--- config.mk ---
export PLATFORM = sky130hd
export DESIGN_NAME = anita3_event_buffer_sequencer
export DESIGN_NICKNAME = d
export VERILOG_FILES = /design/src/rtl/anita3_event_buffer_sequencer.sv
export SDC_FILE = /design/constraint.sdc
export NUM_CORES = 1
export LEC_CHECK = 0
export BUFFER_PORTS_ARGS = -buffer_cell sky130_fd_sc_hd__buf_2
export CAP_MARGIN = 25
export CORE_MARGIN = 1.5
export CORE_UTILIZATION = 40
export DETAILED_ROUTE_END_ITERATION = 16
export GPL_ROUTABILITY_DRIVEN = 0
export PLACE_DENSITY = 0.6
export SYNTH_ARGS = -nofsm -noshare
export SYNTH_HDL_FRONTEND = slang
export SYNTH_SLANG_ARGS = --single-unit
--- constraint.sdc ---
create_clock -name clk33_i -period 2 [get_ports clk33_i]
set_input_delay 0.6 -clock clk33_i [delete_from_list [all_inputs] [get_ports clk33_i]]
set_output_delay 0.6 -clock clk33_i [all_outputs]
set_load 0.05 [all_outputs]
--- src/rtl/anita3_event_buffer_sequencer.sv ---
// Event buffer sequencer: allocates one of 2^NBUF_BITS buffers per trigger, streams one
// event into it, and tracks occupancy, the host read pointer and rejected triggers.
module anita3_event_buffer_sequencer #(
    parameter int unsigned NBUF_BITS = 2,
    parameter int unsigned WORD_BITS = 6,
    parameter int unsigned LOST_BITS = 16
) (
    input  logic                           clk33_i,
    input  logic                           rst_n_i,
    input  logic                           trig_i,
    input  logic [15:0]                    src_dat_i,
    input  logic                           src_valid_i,
    output logic                           src_ready_o,
    output logic [NBUF_BITS+WORD_BITS-1:0] event_wr_addr_o,
    output logic [15:0]                    event_wr_dat_o,
    output logic                           event_wr_o,
    output logic                           event_done_o,
    input  logic                           clear_evt_i,
    output logic                           clear_evt_o,
    output logic [NBUF_BITS-1:0]           read_buffer_o,
    output logic                           event_ready_o,
    output logic                           buffer_full_o,
    output logic [NBUF_BITS:0]             buffer_count_o,
    output logic                           trig_lost_o,
    output logic [LOST_BITS-1:0]           lost_count_o
);

    localparam int unsigned CW   = NBUF_BITS + 1;
    localparam int unsigned NBUF = 1 << NBUF_BITS;

    typedef enum logic [1:0] {
        IDLE = 2'd0,
        FILL = 2'd1,
        DONE = 2'd2
    } state_t;

    state_t                 state_q, state_d;
    logic                   ready_q;
    logic [NBUF_BITS-1:0]   wr_buf_q, wr_ptr_q, rd_ptr_q;
    logic [WORD_BITS-1:0]   word_q;
    logic [NBUF_BITS+WORD_BITS-1:0] addr_q;
    logic [15:0]            dat_q;
    logic                   wr_q, done_q, lost_q;
    logic [CW-1:0]          count_q;
    logic [LOST_BITS-1:0]   lost_cnt_q;

    logic full, accept, last_word, complete, clr_ok, trig_reject, start;

    assign full        = (count_q == CW'(NBUF));
    assign accept      = (state_q == FILL) && ready_q && src_valid_i;
    assign last_word   = accept && (word_q == '1);
    assign complete    = (state_q == DONE);
    assign clr_ok      = clear_evt_i && (count_q != '0);
    // Triggers are only taken in IDLE with a free buffer; anything else is deadtime or overflow
    assign trig_reject = trig_i && ((state_q != IDLE) || full);
    assign start       = (state_q == IDLE) && (state_d == FILL);

    always_comb begin
        state_d = state_q;
        case (state_q)
            IDLE:    if (trig_i && !full) state_d = FILL;
            FILL:    if (last_word)       state_d = DONE;
            DONE:                         state_d = IDLE;
            default:                      state_d = IDLE;
        endcase
    end

    always_ff @(posedge clk33_i or negedge rst_n_i) begin
        if (!rst_n_i) begin
            state_q    <= IDLE;
            ready_q    <= 1'b0;
            wr_buf_q   <= '0;
            wr_ptr_q   <= '0;
            rd_ptr_q   <= '0;
            word_q     <= '0;
            addr_q     <= '0;
            dat_q      <= '0;
            wr_q       <= 1'b0;
            done_q     <= 1'b0;
            lost_q     <= 1'b0;
            count_q    <= '0;
            lost_cnt_q <= '0;
        end else begin
            state_q <= state_d;
            ready_q <= (state_d == FILL);
            wr_q    <= accept;
            done_q  <= complete;
            lost_q  <= trig_reject;

            if (start) begin
                wr_buf_q <= wr_ptr_q;
                word_q   <= '0;
            end else if (accept) begin
                word_q <= word_q + WORD_BITS'(1);
            end

            if (accept) begin
                addr_q <= {wr_buf_q, word_q};
                dat_q  <= src_dat_i;
            end

            if (complete) wr_ptr_q <= wr_ptr_q + NBUF_BITS'(1);
            if (clr_ok)   rd_ptr_q <= rd_ptr_q + NBUF_BITS'(1);

            // Simultaneous completion and clear leave the occupancy unchanged
            case ({complete, clr_ok})
                2'b10:   count_q <= count_q + CW'(1);
                2'b01:   count_q <= count_q - CW'(1);
                default: count_q <= count_q;
            endcase

            if (trig_reject && (lost_cnt_q != '1))
                lost_cnt_q <= lost_cnt_q + LOST_BITS'(1);
        end
    end

    assign src_ready_o     = ready_q;
    assign event_wr_addr_o = addr_q;
    assign event_wr_dat_o  = dat_q;
    assign event_wr_o      = wr_q;
    assign event_done_o    = done_q;
    assign clear_evt_o     = clr_ok;
    assign read_buffer_o   = rd_ptr_q;
    assign event_ready_o   = (count_q != '0);
    assign buffer_full_o   = full;
    assign buffer_count_o  = count_q;
    assign trig_lost_o     = lost_q;
    assign lost_count_o    = lost_cnt_q;

endmodule
==> impl_metrics.csv <==
group,metric,value,unit
outcome,violations,"negative setup slack",
detailed_routing,via_count,2032,
detailed_routing,drcViolationCount,0,
critical_path,cp_max_fo,4,
timing,hold_viol,0,
timing,setup_slack,-36.6,ps
detailed_routing,wirelength,5400,µm
power_and_ir_drop,p_per_area,1460,mW/mm²
logic_synthesis,yosysMostFrequentCell,"nand2_1",
timing,drv_slew,0,
detailed_routing,routed_via_density,4.82,
critical_path,path_cells,"or3_4 -> and2_4 -> buf_8",
logic_synthesis,synth-warning-count,0,
finish,area_growth,30.5,%
finish,layout.cells.non_filler,422,
global_routing,grt_pass1_vias,1939,
power_and_ir_drop,switching_share,45.2,%
timing,setup_violations,1,
logic_synthesis,yosys_most_used_dff,"dfrtp_1",
timing,fmax,491,MHz
min_path,min_path_type,"in -> async",
critical_path,arrival,1440,ps
power_and_ir_drop,combPwrFrac,42.3,%
clock_network,numCtsBuffers,9,
timing,holdWs,246,ps
die,io_pins,73,
global_routing,grt_remaining_overflow,0,
timing,period_needed,2040,ps
clock_network,cts_tree,"done",
finish,nFillCells,606,
die,die_h,84.6,µm
logic_synthesis,synth_edf_count,0,
global_routing,antenna_found_initial,0,
critical_path,critPathCaptureType,"output pin",
logic_synthesis,synthTopCellsByArea,"dfrtp_1 (57%), nand2_1 (12%), xor2_1 (4.9%)",
placement,dpl.hpwl,3790,µm
logic_synthesis,syn-cell-area,0.00266,mm²
logic_synthesis,async_flop_share,100,%
finish,fin_util,54.4,%
global_routing,grt_usage,16.1,%
power_and_ir_drop,p_leak,0.00182,µW
critical_path,cp-start-kind,"flop",
die,coreArea,0.00639,mm²
clock_network,clkSinkCount,61,
timing,fin_skew,3.61,ps
die,rows,29,
critical_path,crit_buf_inv,1,
clock_network,cts_buffer_depth,2,
detailed_routing,drtIter0Drc,67,
power_and_ir_drop,pwr-share-clk,21.0,%
detailed_routing,drtPass1Iterations,3,
detailed_routing,met2WireLength,2700,µm
detailed_routing,wl_met3,254,µm
die,die_area,0.00715,mm²
logic_synthesis,synth.net_count,276,
critical_path,crit_family,"simple AND/OR/NAND/NOR gates",
power_and_ir_drop,vdd_drop_max,0.917,mV
die,initial_utilization,41.7,%
logic_synthesis,synth-seq-cells,61,
die,die-width,84.6,µm
critical_path,cp.required,1400,ps
outcome,status,"complete, but fails checks",
logic_synthesis,postSynthCellCount,251,
finish,nets,365,
logic_synthesis,avgSynthCellArea,10.6,µm²
placement,io_buffers,72,
critical_path,path_class,"reg -> out",
clock_network,htree_levels,3,
global_routing,grt_first_pass_wirelength,9000,µm
power_and_ir_drop,p_switching,2300,µW
critical_path,crit_path_max_incr_delay,430,ps
power_and_ir_drop,internal_power,2780,µW
timing,rsz0062_at_grt,"true",
timing,final.setup.tns,-36.6,ps
finish,diodes,0,
clock_network,clock_latency,340,ps
logic_synthesis,ys_seq_area_share,57.3,%
clock_network,root_buffer,"clkbuf_8",
placement,dp.cells,404,
run,max_cap_violations,0,
clock_network,path_clk_slew,70,ps
detailed_routing,wl_per_cell,12.8,µm
global_routing,grt_start_max_net_pins,62,
timing,fin_crit_sh,102,%
detailed_routing,ant_nets,0,
detailed_routing,top_layer_used,"met4",
power_and_ir_drop,seq_power_share,36.7,%
logic_synthesis,ys_top_cells_by_count,"nand2_1 (85), dfrtp_1 (61), xor2_1 (15), nor3_1 (10)",
detailed_routing,wl_met1,2400,µm
timing,worst-slew-pin-transition,374,ps
clock_network,hold_buffers,0,
timing,slew_headroom,74.9,%
finish,drive_above_1_share,36.5,%
critical_path,slowest_stage,"dfrtp_2",
logic_synthesis,post-synth-top-area-cell,"dfrtp_1",
logic_synthesis,synth_top_area_share,57.3,%
logic_synthesis,ys_types,38,
kinds of logic (layout without fill, tap and decap cells):
family / Yosys count / in the layout / synth area share, %
simple gates: 134 / 134 / 25.4
compound gates: 10 / 10 / 2.87
flops: 61 / 61 / 57.3
mux: 6 / 6 / 2.58
xor+xnor: 22 / 22 / 7.24
fa+ha+maj: 4 / 4 / 2.16
buf+inv: 14 / 108 / 2.40
power by group through the flow:
| stage | sequential, µW | combinational [µW] | clock (µW) |
|---|---|---|---|
| global placement | 1880 | 2100 | 0 |
| CTS | 1870 | 2170 | 1100 |
| global route | 1920 | 2300 | 1150 |
| detailed placement | 1890 | 2120 | 0 |
| finish | 1860 | 2150 | 1070 |
| floorplan | 2770 | 706 | 0 |
worst paths after layout:
check / startpoint / end / slack (ps) / depth (start not counted)
worst min-delay path: rst_n_i / lost_count_o[1] / 250 / 2
worst min register to register: event_wr_dat_o[0] / event_wr_dat_o[0] / 470 / 2
worst max-delay path: buffer_count_o[1] / clear_evt_o / -40 / 3
worst max register to register: buffer_count_o[1] / buffer_count_o[1] / 60 / 7
min in group clk33_i: src_dat_i[9] / event_wr_dat_o[9] / 450 / 3
max in group asynchronous: rst_n_i / buffer_count_o[1] / 1450 / 2
area by class of cell:
cell class / instances / area [µm²] / area share (%)
Sequential cell: 61 / 1530 / 44.0
Multi-Input combinational cell: 176 / 1130 / 32.6
Timing Repair Buffer: 85 / 499 / 14.4
Clock buffer: 11 / 141 / 4.07
Tap cell: 77 / 96.3 / 2.77
Clock inverter: 5 / 50.0 / 1.44
Inverter: 7 / 26.3 / 0.756
flip-flops by register name, summed over array words and instances (netlist names), 2 cells and up:
signal,flops
state_q,2
event_wr_dat_o,16
wr_buf_q,2
word_q,6
wr_ptr_q,2
event_wr_addr_o,8
read_buffer_o,2
lost_count_o,16
buffer_count_o,3
stage by stage:
step | power (µW) | area [µm²] | setup WS (ps)
4_1_cts | 5140 | 3480 | -62.4
3_3_place_gp | 3980 | 3250 | 142
2_1_floorplan | 3470 | 2730 | -146
3_5_place_dp | 4010 | 3250 | 119
6_report | 5080 | 3480 | -36.6
5_1_grt | 5370 | 3480 | -100
what timing repair did:
action                                  CTS  global route
resized for setup                         5             0
endpoints found under the setup margin    2             5
buffers inserted                          2             0
pin swaps                                 0             3
cells in the final DEF (no fill, tap or decap), types with 2 or more instances in the layout:
cell type  instances
and4_1             2
o21ai_0            2
a21oi_1            3
clkbuf_8          10
inv_1              6
nand2_1           85
clkinv_2           4
nand4_1            4
nand3_1            6
nand2b_1           2
dfrtp_2            3
buf_2             70
ha_1               2
xnor2_1            7
mux2_2             3
nor3_2             4
buf_12             2
o21bai_1           2
nor2_1             6
buf_4             11
or3_1              3
nor4_1             3
nor4_4             2
dfrtp_1           58
xor2_1            15
nor3_1             6
mux2i_1            2
metal layers:
layer	up-vias	GRT usage, %
li1	1007	-
met1	983	18.9
met2	36	27.2
met3	6	6.00
met4	0	5.28
met5	-	0
Note: power is estimated with default switching activity, not from simulation.
